## config.mk

```make
export PLATFORM = sky130hd
export DESIGN_NAME = rc5_key_expand
export DESIGN_NICKNAME = d
export VERILOG_FILES = /design/src/rtl/rc5_pkg.sv /design/src/rtl/rc5_key_expand_rotl.sv /design/src/rtl/rc5_key_expand.sv
export SDC_FILE = /design/constraint.sdc
export NUM_CORES = 2
export LEC_CHECK = 0
export CAP_MARGIN = 5
export CORE_MARGIN = 3
export CORE_UTILIZATION = 40
export CTS_CLUSTER_DIAMETER = 150
export DETAILED_ROUTE_END_ITERATION = 10
export HOLD_SLACK_MARGIN = 0.08
export MAX_ROUTING_LAYER = met4
export PLACE_DENSITY = 0.61
export SETUP_SLACK_MARGIN = 0.5
export SLEW_MARGIN = 20
export SYNTH_ARGS = -nofsm -noshare
export SYNTH_HDL_FRONTEND = slang
export SYNTH_SLANG_ARGS = --single-unit
```

## constraint.sdc

```tcl
create_clock -name clk -period 8.7 [get_ports clk]
set_input_delay 0.87 -clock clk [delete_from_list [all_inputs] [get_ports clk]]
set_output_delay 0.87 -clock clk [all_outputs]
set_load 0.03 [all_outputs]
```

## src/rtl/rc5_pkg.sv

```systemverilog
// Shared RC5 definitions: word geometry, magic constants, FSM encodings and
// small helpers for sizing the key-expansion run.
package rc5_pkg;

  localparam int W      = 16;   // word width
  localparam int C      = 8;    // key words (128-bit key)
  localparam int MAX_T  = 34;   // subkey table depth (16 rounds)
  localparam int MAX_R  = 16;   // largest supported round count
  localparam int IDX_W  = 6;    // table index / table length width
  localparam int CNT_W  = 7;    // mix counter width (n <= 102)
  localparam int J_W    = 3;    // key word index width
  localparam int ROT_W  = 4;    // rotate amount width (mod 16)

  localparam logic [W-1:0] P16 = 16'hB7E1;
  localparam logic [W-1:0] Q16 = 16'h9E37;

  // Key expansion controller states
  typedef enum logic [1:0] {
    IDLE = 2'd0,
    INIT = 2'd1,
    MIX  = 2'd2,
    DONE = 2'd3
  } kx_state_t;

  // Encrypt/decrypt core states
  typedef enum logic [1:0] {
    CORE_IDLE  = 2'd0,
    CORE_PRE   = 2'd1,
    CORE_ROUND = 2'd2,
    CORE_OUT   = 2'd3
  } core_state_t;

  // Table length t = 2*(min(r,16)+1)
  function automatic logic [IDX_W-1:0] calc_t(input logic [4:0] r);
    logic [IDX_W-1:0] r_eff;
    r_eff = (r > 5'(MAX_R)) ? IDX_W'(MAX_R) : IDX_W'(r);
    return (r_eff + IDX_W'(1)) << 1;
  endfunction

  // Mix iteration count n = 3*max(t, C)
  function automatic logic [CNT_W-1:0] calc_n(input logic [IDX_W-1:0] t);
    logic [CNT_W-1:0] base;
    base = (t < IDX_W'(C)) ? CNT_W'(C) : CNT_W'(t);
    return base + base + base;
  endfunction

endpackage

```

## src/rtl/rc5_key_expand_rotl.sv

```systemverilog
// 16-bit rotate-left by a 4-bit amount (rotation taken mod 16).
module rotl
  import rc5_pkg::*;
(
  input  logic [W-1:0]     data_i,
  input  logic [ROT_W-1:0] n_i,
  output logic [W-1:0]     data_o
);

  // A zero amount shifts the right-hand term out completely, leaving data_i.
  assign data_o = (data_i << n_i) | (data_i >> (5'(W) - {1'b0, n_i}));

endmodule

```

## src/rtl/rc5_key_expand.sv

```systemverilog
// RC5-16 key schedule: fills the subkey table S[0..t-1] with the magic
// sequence, then mixes the secret key in, one table write per cycle.
module rc5_key_expand
  import rc5_pkg::*;
(
  input  logic             clk,
  input  logic             rst,
  input  logic             start,
  input  logic [4:0]       num_rounds,
  input  logic [C*W-1:0]   key,
  input  logic [IDX_W-1:0] rd_idx,
  output logic [W-1:0]     rd_key,
  output logic             busy,
  output logic             done,
  output logic             keys_valid
);

  kx_state_t        state_reg, state_next;
  logic [W-1:0]     s_reg [MAX_T];
  logic [W-1:0]     l_reg [C];
  logic [W-1:0]     a_reg, a_next;
  logic [W-1:0]     b_reg, b_next;
  logic [W-1:0]     init_reg, init_next;
  logic [IDX_W-1:0] i_reg, i_next;
  logic [J_W-1:0]   j_reg, j_next;
  logic [CNT_W-1:0] k_reg, k_next;
  logic [IDX_W-1:0] t_reg, t_next;
  logic [CNT_W-1:0] n_reg, n_next;
  logic             kv_reg, kv_next;

  logic             s_we;
  logic [W-1:0]     s_wdata;
  logic             l_load;
  logic             l_we;
  logic [MAX_T-1:0] s_sel;
  logic [C-1:0]     l_sel;

  logic [W-1:0]     sum_a, a_mix, sum_b, ab_sum, b_mix;

  // Mixing datapath: both rotations evaluated from current state each cycle.
  assign sum_a  = s_reg[i_reg] + a_reg + b_reg;
  assign sum_b  = l_reg[j_reg] + a_mix + b_reg;
  assign ab_sum = a_mix + b_reg;

  rotl u_rot_const (
    .data_i (sum_a),
    .n_i    (ROT_W'(3)),
    .data_o (a_mix)
  );

  rotl u_rot_var (
    .data_i (sum_b),
    .n_i    (ab_sum[ROT_W-1:0]),
    .data_o (b_mix)
  );

  // Per-entry write enables; S is always written at i, L at j.
  generate
    for (genvar gi = 0; gi < MAX_T; gi++) begin : g_s_sel
      assign s_sel[gi] = s_we && (i_reg == IDX_W'(gi));
    end
    for (genvar gi = 0; gi < C; gi++) begin : g_l_sel
      assign l_sel[gi] = l_we && (j_reg == J_W'(gi));
    end
  endgenerate

  assign rd_key     = (rd_idx < IDX_W'(MAX_T)) ? s_reg[rd_idx] : '0;
  assign keys_valid = kv_reg;

  // Next-state, datapath control and status outputs.
  always_comb begin
    state_next = state_reg;
    a_next     = a_reg;
    b_next     = b_reg;
    init_next  = init_reg;
    i_next     = i_reg;
    j_next     = j_reg;
    k_next     = k_reg;
    t_next     = t_reg;
    n_next     = n_reg;
    kv_next    = kv_reg;
    s_we       = 1'b0;
    s_wdata    = init_reg;
    l_load     = 1'b0;
    l_we       = 1'b0;
    busy       = 1'b0;
    done       = 1'b0;
    unique case (state_reg)
      IDLE: begin
        if (start) begin
          state_next = INIT;
          t_next     = calc_t(num_rounds);
          n_next     = calc_n(calc_t(num_rounds));
          kv_next    = 1'b0;
          a_next     = '0;
          b_next     = '0;
          i_next     = '0;
          j_next     = '0;
          k_next     = '0;
          init_next  = P16;
          l_load     = 1'b1;
        end
      end
      INIT: begin
        busy      = 1'b1;
        s_we      = 1'b1;
        s_wdata   = init_reg;
        init_next = init_reg + Q16;
        if (i_reg == t_reg - IDX_W'(1)) begin
          i_next     = '0;
          state_next = MIX;
        end else begin
          i_next = i_reg + IDX_W'(1);
        end
      end
      MIX: begin
        busy    = 1'b1;
        s_we    = 1'b1;
        s_wdata = a_mix;
        l_we    = 1'b1;
        a_next  = a_mix;
        b_next  = b_mix;
        i_next  = (i_reg == t_reg - IDX_W'(1)) ? '0 : i_reg + IDX_W'(1);
        j_next  = j_reg + J_W'(1);
        if (k_reg == n_reg - CNT_W'(1)) begin
          state_next = DONE;
          kv_next    = 1'b1;
        end else begin
          k_next = k_reg + CNT_W'(1);
        end
      end
      DONE: begin
        done       = 1'b1;
        state_next = IDLE;
      end
      default: state_next = IDLE;
    endcase
  end

  // Control and scalar state registers.
  always_ff @(posedge clk) begin
    if (!rst) begin
      state_reg <= IDLE;
      a_reg     <= '0;
      b_reg     <= '0;
      init_reg  <= '0;
      i_reg     <= '0;
      j_reg     <= '0;
      k_reg     <= '0;
      t_reg     <= '0;
      n_reg     <= '0;
      kv_reg    <= 1'b0;
    end else begin
      state_reg <= state_next;
      a_reg     <= a_next;
      b_reg     <= b_next;
      init_reg  <= init_next;
      i_reg     <= i_next;
      j_reg     <= j_next;
      k_reg     <= k_next;
      t_reg     <= t_next;
      n_reg     <= n_next;
      kv_reg    <= kv_next;
    end
  end

  // Subkey table S and key words L; entries beyond t are never selected.
  always_ff @(posedge clk) begin
    if (!rst) begin
      for (int m = 0; m < MAX_T; m++) s_reg[m] <= '0;
      for (int m = 0; m < C; m++)     l_reg[m] <= '0;
    end else begin
      for (int m = 0; m < MAX_T; m++) begin
        if (s_sel[m]) s_reg[m] <= s_wdata;
      end
      for (int m = 0; m < C; m++) begin
        if (l_load)      l_reg[m] <= key[m*W +: W];
        else if (l_sel[m]) l_reg[m] <= b_mix;
      end
    end
  end

endmodule

```

# Word level (Yosys, flattened, before mapping)
# Memories as Yosys holds them, arrays and structs flattened. A register that Yosys moved wholly into a read port is not among the register bits.
# Index checks and enable logic that the tools add are counted.
[word_totals]
ramBits = 672
wordCells = 410
output_inout_bits = 19
regBits = 79
inputBits = 142
mem_count = 2
[memory_table]
columns = ["memory", "words", "width", "rd", "rd_ports_with_merged_regs", "write_ports", "line", "text"]
rows = [
  ["s_reg", 34, 16, 2, 1, 34, "rc5_key_expand.sv:19", "logic [W-1:0] s_reg [MAX_T];"],
  ["l_reg", 8, 16, 1, 1, 8, "rc5_key_expand.sv:20", "logic [W-1:0] l_reg [C];"],
]
[op_classes]
n_lt_le_gt_ge = 3
n_bitwise = 52
eq_ne = 49
add_sub_neg = 15
n_mux = 221
shifts = 2
reduce_logical = 56
[op_table]
columns = ["operator", "count"]
rows = [
  ["2-to-1 mux 16 bit", 54],
  ["2-to-1 mux 1 bit", 145],
  ["equality test 6 x 5 -> 1 bit, second input constant", 16],
  ["case mux 16 bit (2 select lines)", 3],
  ["adder 16 bit", 4],
  ["bitwise OR 1 bit", 50],
  ["equality test 6 x 4 -> 1 bit, second input constant", 8],
  ["logical AND 1 bit", 42],
  ["2-to-1 mux 6 bit", 5],
  ["equality test 6 x 3 -> 1 bit, second input constant", 4],
  ["adder 16 bit, second input constant", 1],
  ["bitwise OR 16 bit", 1],
  ["bitwise OR 16 x 3 -> 16 bit", 1],
  ["<< shifter 16 x 4 -> 16 bit", 1],
  ["right shift 16 x 5 -> 16 bit", 1],
  ["2-to-1 mux 7 bit", 2],
  ["case mux 7 bit (2 select lines)", 1],
  ["equality test 3 bit, second input constant", 4],
  ["equality test 6 x 2 -> 1 bit, second input constant", 2],
  ["equality test 6 bit, second input constant", 2],
  ["case mux 6 bit (2 select lines)", 1],
  ["2-to-1 mux 3 bit", 3],
  ["AND reduction 3 bit", 3],
  ["!= test 2 bit, second input constant", 4],
  ["31 further kinds", 40],
]

# Longest topological paths before layout
[depth]
word_depth = 8
mapped_depth = 32
depth_no_buf = 28

# Cells and area by module
# From an unflattened synthesis, not the netlist that was laid out.
[unflattened]
hier_cells = 3230
hier_area_um2 = 43053.8
[by_module_without_submodules]
columns = ["module", "area_per_inst_um2", "cells_per_inst", "seq_area_each_um2", "n_inst"]
rows = [
  ["rc5_key_expand", 40096.0, 2930, 21921.0, 1],
  ["rotl", 1478.9, 150, 0.0, 2],
]

# Least setup slack after synthesis
# No wires, ideal clock.
[synth_path]
path_kind = "register to register"
from = "register with a tool-made name"
to = "memory l_reg[5][12], data pin"
setup_ps = 256
arrival_ps = 8450
setup_slack_ps = -7
period_less_slack_ps = 8707
path_buffers = 5
required_time_ps = 8444
path_stages_with_launch = 33
cell_sequence = "dfxtp_1 > buf_6 > clkbuf_1 > buf_2 > buf_1 > mux4_2 > mux4_2 > a211oi_1 > a21oi_1 > fa_1 > ha_1 > a211oi_1 > o311a_1 > o21ai_0 > a21o_1 > a21o_1 > a21oi_1 > xnor2_1 > inv_1 > fa_1 > inv_1 > ha_1 > fa_1 > a211oi_2 > o31ai_4 > o211a_1 > o22ai_1 > xnor3_2 > a21oi_1 > mux2i_1 > a31o_1 > buf_2 > a22o_1"
[synth_rtl]
columns = ["item", "line"]
rows = [
  ["to (decl)", "rc5_key_expand.sv:20"],
]

==> impl_results.md <==
- Met2 Usage GRT: 0.429
- Root buffer cell: clkbuf_16
- Initial cell density of the core: 0.405
- Area delta synth->final: 18.9%
- Fin crit period: 8.18 ns
- H-tree levels: 3
- Crit path depth: 33
- Post-DP HPWL: just under 100 mm
- Fin cells: slightly below 5000
- Worst Path Required: 9.08 ns
- Pins Over Slew Limit: 21
- RSZ-0062 raised after global routing: true
- Clock slew at reported path FFs: 0.07 ns
- Clk buf depth: 3
- WL/cell: between 20 and 30 µm
- Library cells used by synthesis: just over 80
- Final hold vios: 0
- Clk sinks: 759
- Async SR Flop Fraction: 0
- CORE AREA: 104000 µm²
- Worst Setup Start Kind: flip-flop
- DIE HEIGHT: about 330 µm
- Number of flip-flops in the largest register: roughly 540
- Core Rows: around 120
- Vias in the first global route: 29600
- # setup viols final: 0
- Relative slew slack: -0.0134
- Worst Setup End Kind: flip-flop
- CP max stage cell: fa_1
- Flops & latches, synth: 759
- Ys flop type: edfxtp_1
- Skew-Pair Late Insertion Delay: 0.67 ns
- Worst-Margin Slew: 1.52 ns
- Syn avg cell area: between 10 and 15 µm²
- Largest net degree at the start of global routing: 100
- # Max-Cap Violations: 1
- # IOs: 161
- EDFF count, synth: between 600 and 700
- Crit path max-delay family: compound AO/OA/AOI/OAI gates
- Port bufs: between 150 and 200
- Buffer and inverter count on the worst path: 7
- DRT iter0 DRCs: 4215
- Total GRT Usage: 0.269
- DR pass1 iterations: 6
- Cell count after synthesis: 3315
- Met1 GRT Util: 0.345
- TritonCTS Buffers: 84
- Worst R2R Setup Slack: 0.52 ns
- Hold Path Class: reg -> reg
- First-pass GRT wire length: roughly 210 mm
- # placed instances: 4731
- Final Cycle Share: 0.940
- GR peak layer: met2
- Post-route ant nets: 0
- Violated checks: max-capacitance violations, max-slew violations
- Status: finished, violations left
- Syn Std Cell Area: 42100 µm²
- R2R cell count: 33
- Die area: 109000 µm²
- Largest stage delay, worst path: 0.67 ns
- Grt total ovfl: 0
- NumNets Final: 3723
- CTS tree: built
- Layout cells sized above 1: 0.243
- Max Fclk: 122 MHz
- Most common cell after layout, fill and taps aside: edfxtp_1
- Vias per cell: 6.21
- Critical path arrival: between 8 and 9 ns
- Most frequent cells in the layout: edfxtp_1 (672), nor2_1 (651), mux4_2 (357)
- Sequential share of the synthesized area: 0.521
- Initial antenna violation count: 5
- Crit Path Category: reg -> reg
- WHS Path Cells: 2
- Hold Slack: 0.484 ns
- GP Congestion: ~0.96
- DRC viols: 0
- TNS Setup: 0 ns
- Grt met3 use: 0.0417
- Worst-path maximum fanout: 7
- Die W: 330 µm
- Clock Skew: 0.0670 ns
- Yosys warnings: 0
- Via count: 30600
- Post-Synthesis Net Count: roughly 3500
- Final wirelength: between 100 and 150 mm
per-layer routing:
metal / part of all wire / vias up
met5: 0 / -
met4: 0.051 / 0
met3: 0.099 / 344
li1: - / 12900
met2: 0.48 / 1940
met1: 0.37 / 15500
cells in the mapped netlist (4+ instances only):
cell | n | area, µm²
o311a_1 | 4 | 40.0
a211oi_1 | 26 | 195
and2_1 | 16 | 100
nor2b_1 | 25 | 156
a21o_1 | 24 | 180
nand3_1 | 87 | 435
nor4_1 | 4 | 25.0
inv_1 | 83 | 312
o21ai_1 | 18 | 90.1
xor2_1 | 31 | 272
a22o_1 | 33 | 289
mux4_2 | 357 | 8040
a31oi_1 | 12 | 75.1
a21boi_0 | 5 | 37.5
nand2_1 | 215 | 807
nor2_1 | 655 | 2460
clkbuf_1 | 233 | 875
mux2i_1 | 93 | 931
o22ai_1 | 4 | 25.0
o21a_1 | 11 | 82.6
nand4_1 | 6 | 37.5
buf_1 | 32 | 120
or3_1 | 9 | 56.3
buf_6 | 4 | 45.0
mux2_2 | 10 | 113
or2_2 | 5 | 31.3
o21ai_0 | 179 | 896
buf_2 | 7 | 35.0
nor3_1 | 14 | 70.1
nand2b_1 | 10 | 62.6
and3_1 | 18 | 113
dfxtp_1 | 87 | 1740
edfxtp_1 | 672 | 20200
or4_1 | 4 | 30.0
fa_1 | 34 | 681
ha_1 | 58 | 726
o211ai_1 | 9 | 67.6
a21oi_1 | 83 | 415
o221ai_1 | 6 | 52.6
xnor2_1 | 44 | 385
a22oi_1 | 17 | 128
o31ai_1 | 7 | 52.6
worst paths after layout:
path / from / to
setup / recovery: flip-flop / l_reg[6][3]$_SDFFCE_PN0P_
hold / removal: a_reg[1]$_SDFFE_PN0P_ / a_reg[1]$_SDFFE_PN0P_
setup reg to reg: flip-flop / l_reg[6][3]$_SDFFCE_PN0P_
hold reg to reg: a_reg[1]$_SDFFE_PN0P_ / a_reg[1]$_SDFFE_PN0P_
layout make-up:
| type | instances | area (µm²) |
|---|---|---|
| multi-input cells | 2196 | 19800 |
| well taps | 1380 | 1730 |
| inverters | 87 | 327 |
| fillers | 9182 | 53900 |
| clock inverters | 43 | 529 |
| flip-flops and latches | 759 | 21900 |
| repair buffers | 361 | 3530 |
| clock buffers | 104 | 2220 |
| diodes | 6 | 15.0 |
timing repair:
item | in CTS | in global routing
setup buffers | 18 | 21
setup endpoints to repair | 144 | 144
resized for setup | 47 | 154
cloned | 6 | 6
endpoints found under the hold margin | 0 | 0
hold buffers | 0 | 0
pin swaps | 22 | 62
worst reg2reg max path, delay by kind of cell (launching register included):
family          cells  cell delay, ns
mux                 2            1.02
simple gates        2            0.26
flops               1            0.39
xor+xnor            2            0.50
compound gates     15            2.85
buf+inv             7            0.91
fa+ha+maj           5            2.01
kinds of logic (layout without fill, tap and decap cells):
group,after synthesis,in the layout,synth area share
xor+xnor,76,76,0.0162
other cells,0,6,0
simple gates,1079,1079,0.106
compound gates,486,489,0.0745
mux,460,460,0.216
fa+ha+maj,92,92,0.0334
buf+inv,363,595,0.0333
flops,759,759,0.521
metrics by stage:
step                worst slack, ns   util  cell area [µm²]
floorplan                     0.526      -            42100
global placement            -0.0295  0.442            45900
detailed placement          -0.0515  0.442            45900
CTS                           0.509  0.473            49200
global route                  0.346  0.481            50000
finish                        0.525  0.481            50000
Power is left out: the tool's default activity adds up to more than one toggle a clock period on the data nets, which glitch-free logic cannot reach.
